### config.mk
export PLATFORM = sky130hd
export DESIGN_NAME = regfile_writeback_ctrl
export DESIGN_NICKNAME = d
export VERILOG_FILES = /design/src/rtl/regfile_writeback_ctrl_pkg.sv /design/src/rtl/wb_scoreboard.sv /design/src/rtl/regfile_writeback_ctrl.sv
export SDC_FILE = /design/constraint.sdc
export NUM_CORES = 1
export LEC_CHECK = 0
export ABC_AREA = 1
export CORE_UTILIZATION = 45
export CTS_BUF_LIST = sky130_fd_sc_hd__clkbuf_8
export DETAILED_ROUTE_END_ITERATION = 10
export DONT_BUFFER_PORTS = 1
export SETUP_SLACK_MARGIN = 0.5
export SYNTH_ARGS = -nofsm -noshare
export SYNTH_HDL_FRONTEND = slang
export SYNTH_SLANG_ARGS = --single-unit
### constraint.sdc
create_clock -name wb_clk -period 7.65 [get_ports wb_clk]
set_input_delay 0.765 -clock wb_clk [delete_from_list [all_inputs] [get_ports wb_clk]]
set_output_delay 0.765 -clock wb_clk [all_outputs]
set_load 0.02 [all_outputs]
### src/rtl/regfile_writeback_ctrl_pkg.sv
// Shared constants and types for the register-bank writeback controller.
package regfile_writeback_ctrl_pkg;
  localparam int XLEN     = 32;
  localparam int NUM_REGS = 32;
  localparam int ADDR_W   = 5;

  localparam logic [ADDR_W-1:0] ZERO_REG = '0;

  typedef enum logic [1:0] {
    SRC_NONE,
    SRC_ALU,
    SRC_LD
  } wb_src_e;
endpackage

### src/rtl/wb_scoreboard.sv
// Pending-write scoreboard: one bit per architectural register, x0 never pending.
module wb_scoreboard
  import regfile_writeback_ctrl_pkg::*;
(
  input  logic              clk,
  input  logic              rst,
  input  logic              set_en,
  input  logic [ADDR_W-1:0] set_addr,
  input  logic              clr_en,
  input  logic [ADDR_W-1:0] clr_addr,
  input  logic              chk_en,
  input  logic [ADDR_W-1:0] chk_addr,
  input  logic [ADDR_W-1:0] rs1_addr,
  input  logic [ADDR_W-1:0] rs2_addr,
  output logic              rs1_busy,
  output logic              rs2_busy,
  output logic              rd_busy,
  output logic              err
);
  localparam logic [NUM_REGS-1:0] X0_KEEP_OUT = {{(NUM_REGS-1){1'b1}}, 1'b0};

  logic [NUM_REGS-1:0] pend;
  logic [NUM_REGS-1:0] set_mask;
  logic [NUM_REGS-1:0] clr_mask;
  logic                issue_err;
  logic                write_err;

  always_comb begin
    set_mask = '0;
    clr_mask = '0;
    if (set_en && set_addr != ZERO_REG) set_mask[set_addr] = 1'b1;
    if (clr_en) clr_mask[clr_addr] = 1'b1;
  end

  // A re-claim is only legal when the same register retires this cycle.
  assign issue_err = set_en && set_addr != ZERO_REG && pend[set_addr] && !clr_mask[set_addr];
  assign write_err = chk_en && chk_addr != ZERO_REG && !pend[chk_addr];

  assign rs1_busy = pend[rs1_addr];
  assign rs2_busy = pend[rs2_addr];
  assign rd_busy  = pend[set_addr];

  always_ff @(posedge clk or posedge rst) begin
    if (rst) begin
      pend <= '0;
      err  <= 1'b0;
    end else begin
      // Set is applied after clear so a same-cycle set on the same register wins.
      pend <= ((pend & ~clr_mask) | set_mask) & X0_KEEP_OUT;
      err  <= err | issue_err | write_err;
    end
  end
endmodule

### src/rtl/regfile_writeback_ctrl.sv
// Merges ALU and load results onto the register bank's single write port.
// Load handshake: a load transfers on a cycle where wb_ld_valid && wb_ld_ready are both 1.
module regfile_writeback_ctrl
  import regfile_writeback_ctrl_pkg::*;
(
  input  logic              wb_clk,
  input  logic              wb_rst,
  input  logic              wb_issue_en,
  input  logic [ADDR_W-1:0] wb_issue_rd,
  input  logic              wb_alu_valid,
  input  logic [ADDR_W-1:0] wb_alu_rd,
  input  logic [XLEN-1:0]   wb_alu_data,
  input  logic              wb_ld_valid,
  output logic              wb_ld_ready,
  input  logic [ADDR_W-1:0] wb_ld_rd,
  input  logic [XLEN-1:0]   wb_ld_data,
  input  logic [ADDR_W-1:0] wb_rs1_addr,
  input  logic [ADDR_W-1:0] wb_rs2_addr,
  output logic              wb_rs1_busy,
  output logic              wb_rs2_busy,
  output logic              wb_rd_busy,
  output logic              wb_reg_wr_en,
  output logic [ADDR_W-1:0] wb_reg_wr_addr,
  output logic [XLEN-1:0]   wb_reg_in,
  output logic              wb_err
);
  logic              ld_full;
  logic [ADDR_W-1:0] ld_rd;
  logic [XLEN-1:0]   ld_data;
  logic              drain;
  logic              accept;
  wb_src_e           sel_src;
  logic [ADDR_W-1:0] sel_rd;
  logic [XLEN-1:0]   sel_data;

  // The buffered load leaves only on cycles the ALU is idle; a new load may refill it then.
  assign drain       = ld_full && !wb_alu_valid;
  assign wb_ld_ready = !ld_full || drain;
  assign accept      = wb_ld_valid && wb_ld_ready;

  always_comb begin
    sel_src  = SRC_NONE;
    sel_rd   = ZERO_REG;
    sel_data = '0;
    if (wb_alu_valid) begin
      sel_src  = SRC_ALU;
      sel_rd   = wb_alu_rd;
      sel_data = wb_alu_data;
    end else if (ld_full) begin
      sel_src  = SRC_LD;
      sel_rd   = ld_rd;
      sel_data = ld_data;
    end
  end

  always_ff @(posedge wb_clk or posedge wb_rst) begin
    if (wb_rst) begin
      ld_full <= 1'b0;
      ld_rd   <= ZERO_REG;
      ld_data <= '0;
    end else if (accept) begin
      ld_full <= 1'b1;
      ld_rd   <= wb_ld_rd;
      ld_data <= wb_ld_data;
    end else if (drain) begin
      ld_full <= 1'b0;
    end
  end

  // Writes to x0 are consumed but never strobed into the bank.
  always_ff @(posedge wb_clk or posedge wb_rst) begin
    if (wb_rst) begin
      wb_reg_wr_en   <= 1'b0;
      wb_reg_wr_addr <= ZERO_REG;
      wb_reg_in      <= '0;
    end else begin
      wb_reg_wr_en <= (sel_src != SRC_NONE) && (sel_rd != ZERO_REG);
      if (sel_src != SRC_NONE) begin
        wb_reg_wr_addr <= sel_rd;
        wb_reg_in      <= sel_data;
      end
    end
  end

  wb_scoreboard u_scoreboard (
    .clk      (wb_clk),
    .rst      (wb_rst),
    .set_en   (wb_issue_en),
    .set_addr (wb_issue_rd),
    .clr_en   (wb_reg_wr_en),
    .clr_addr (wb_reg_wr_addr),
    .chk_en   (sel_src != SRC_NONE),
    .chk_addr (sel_rd),
    .rs1_addr (wb_rs1_addr),
    .rs2_addr (wb_rs2_addr),
    .rs1_busy (wb_rs1_busy),
    .rs2_busy (wb_rs2_busy),
    .rd_busy  (wb_rd_busy),
    .err      (wb_err)
  );
endmodule
==> impl_results.md <==
- Status: finished, final reports clean
- Nets: 803
- Count leader, synth: nand2_1
- # DRC: 0
- Antenna cells: 0
- Cts repair resizes: 0
- Netlist Area Pre-Place: 0.00575 mm2
- RSZ-0062 raised after global routing: false
- Max-slew violations: 0
- Clk pin slew, worst setup/hold paths: 0.10 ns
- Top_reg_cell synth: dfrtp_1
- Worst EP arrival: 1.93 ns
- CP cell instances: inv_1 -> o21ai_0 -> a21oi_1 -> o21ai_0 -> nand3_1 -> nand2_1 -> nor2_1 -> a21oi_1
- CP endpoint kind: primary output
- Cell family with most CP delay: compound AO/OA/AOI/OAI gates
- VDD IR-drop max: 0.144 mV
- Layout Skew: 0.0148 ns
- CTS tree: done
- Crit Path Class: flip-flop to primary output
- FF/Latch Area: 0.00270 mm2
- # rows: 40
- Setup TNS: 0 ns
- Post-Synthesis Net Count: 812
- Worst-Margin Slew: 1.06 ns
- First-pass GRT wire length: 25,700 um
- Synth top cells by count: nand2_1 (172), dfrtp_1 (108), o21ai_0 (104)
- Vias in the first global route: 4,679
- CTS Sinks: 108
- Syn_area_per_cell: 8.00 um2
- PD cells: 287 mW/mm2
- Cell variety after synth: 27
- Min Clock Period, post-route: 2.70 ns
- Static leakage: 2.78 nW
- Slew HR: 29.4%
- CP max-delay cell: dfrtp_1
- Buf/Inv on CP: 1
- EDFF count, synth: 0
- Initial antenna violation count: 0
- FMAX: 0.371 GHz
- Die Footprint: 0.0132 mm2
- Yosys top cell by area: dfrtp_1
- Area Growth Syn to Fin: 5.77%
- Routed WL: 16,800 um
- Clock buffer depth: 2
- Clock latency on the worst-skew pair: 0.38 ns
- CP Max Fanout: 4
- Yosys warns: 0
- Total GRT Usage: 26.0%
- Share of the synthesized area in the top cell type: 47.0%
- Hold crit path type: input port to async pin
- Largest net degree at the start of global routing: 85
- Worst EP required: 6.88 ns
- Placer Congestion: 0.916
- Fill cells: 1,244
- Die Ht: 115 um
- Max incr delay on CP: 0.47 ns
- Clock root buffer: clkbuf_8
- Max Cap Viol: 0
- Post-Syn Instances: 718
- Gr ovfl total: 0
- Ys async rst share: 100%
- Avg WL per Cell: 19.0 um
- Antenna Violating Nets Remaining: 0
- Synth area leaders: dfrtp_1 (47%), nand2_1 (11%), o21ai_0 (9.1%)
- Initial DRT Pass Iterations: 6
- Initial core utilization: 47.1%
- Footprint of the multi-input gates: 0.00262 mm2
- Hold-fix buffers, CTS: 0
- Post-DP HPWL: 12,200 um
- Core area: 0.0122 mm2
- Power, Total: 1.75 mW
- H-tree depth: 3
- Yosys reg bits: 108
- PortBufs: 0
- Final setup fails: 0
- 1st-iter DRT viols: 523
- Boundary Pins: 137
- Register area share after synthesis: 47.0%
- Share of layout cells above drive strength 1: 9.82%
- Setup bufs post-CTS: 0
- Die Wd: 115 um
- Via density: 5.73
- Worst setup SP type: flip-flop
- Final Hold Violating Endpoints: 0
- Via count: 5,046
- Total CTS buffers: 9
- Fin crit share: 35.3%
[final timing paths]
| kind | start | endpoint | slack, ns | cells past startpoint |
|---|---|---|---|---|
| max | u_scoreboard.pend[11] | wb_rs1_busy | 4.95 | 8 |
| max reg2reg | ld_full | u_scoreboard.err | 5.64 | 11 |
| max in group asynchronous | wb_rst | ld_data[22] | 6.07 | 2 |
| min | wb_rst | wb_reg_in[0] | 0.21 | 1 |
| min reg2reg | ld_data[22] | wb_reg_in[22] | 0.49 | 2 |
| min in group wb_clk | ld_data[22] | wb_reg_in[22] | 0.49 | 2 |
[layout by cell type, fill, tap and decap left out, types with 2 or more instances in the layout]
cell	instances
a21oi_1	43
a22oi_1	19
buf_4	3
bufinv_16	2
clkbuf_8	9
dfrtp_1	108
inv_1	72
inv_2	8
mux2_2	32
nand2_1	172
nand2_2	3
nand3_1	66
nand3b_1	3
nand4_1	5
nor2_1	28
nor2_2	3
nor2_4	2
nor3_1	8
o211ai_1	7
o21ai_0	104
o21ai_1	6
[per-layer routing]
metal	vias to the layer above	share of wire, %	global-route usage, %	routed length, um
met1	2374	42	34.4	7030
met3	29	9.4	7.49	1570
met4	0	2.1	8.92	346
li1	2386	-	-	-
met5	-	0	0	0
met2	257	47	41.0	7820
[per-stage QoR]
step                area, um2  hold WS, ns  setup WS, ns  cells  util, %
floorplan                5750        0.447          4.04    718        -
global placement         5860        0.455          5.01    866     48.0
detailed placement       5860        0.472          5.02    866     48.0
CTS                      6080        0.206          4.94    881     49.8
global route             6080        0.219          4.82    881     49.8
finish                   6080        0.210          4.95    881     49.8
[registers in the layout, indices dropped and copies added, names as in the netlist]
| register | flops |
|---|---|
| ld_rd | 5 |
| ld_data | 32 |
| wb_reg_wr_en | 1 |
| wb_reg_in | 32 |
| u_scoreboard.pend | 31 |
| u_scoreboard.err | 1 |
| ld_full | 1 |
| wb_reg_wr_addr | 5 |
[cell type report]
type / count / share of cell area (%)
Sequential cell: 108 / 44.5
Multi-Input combinational cell: 506 / 43.0
Inverter: 81 / 5.04
Tap cell: 168 / 3.46
Clock buffer: 9 / 2.04
Clock inverter: 6 / 1.59
Timing Repair Buffer: 3 / 0.371
[worst reg2reg max path: cells and delay by family, from the launching register on]
family                 cells  cell delay [ns]
buffers and inverters      2             0.54
DFF                        1             0.48
and+or+nand+nor            9             0.90
[where the power goes]
part | switching [mW] | internal, mW
clock | 0.200 | 0.187
sequential | 0.215 | 0.707
combinational | 0.279 | 0.159
[kinds of logic (layout without fill, tap and decap cells)]
logic type	count (synthesis)	in the layout	share of synthesized area, %
simple gates	292	292	21.9
compound gates	182	182	17.3
flops	108	108	47.0
buf+inv	104	99	7.49
mux	32	32	6.27
No activity file was read; power rests on OpenSTA's default activity.
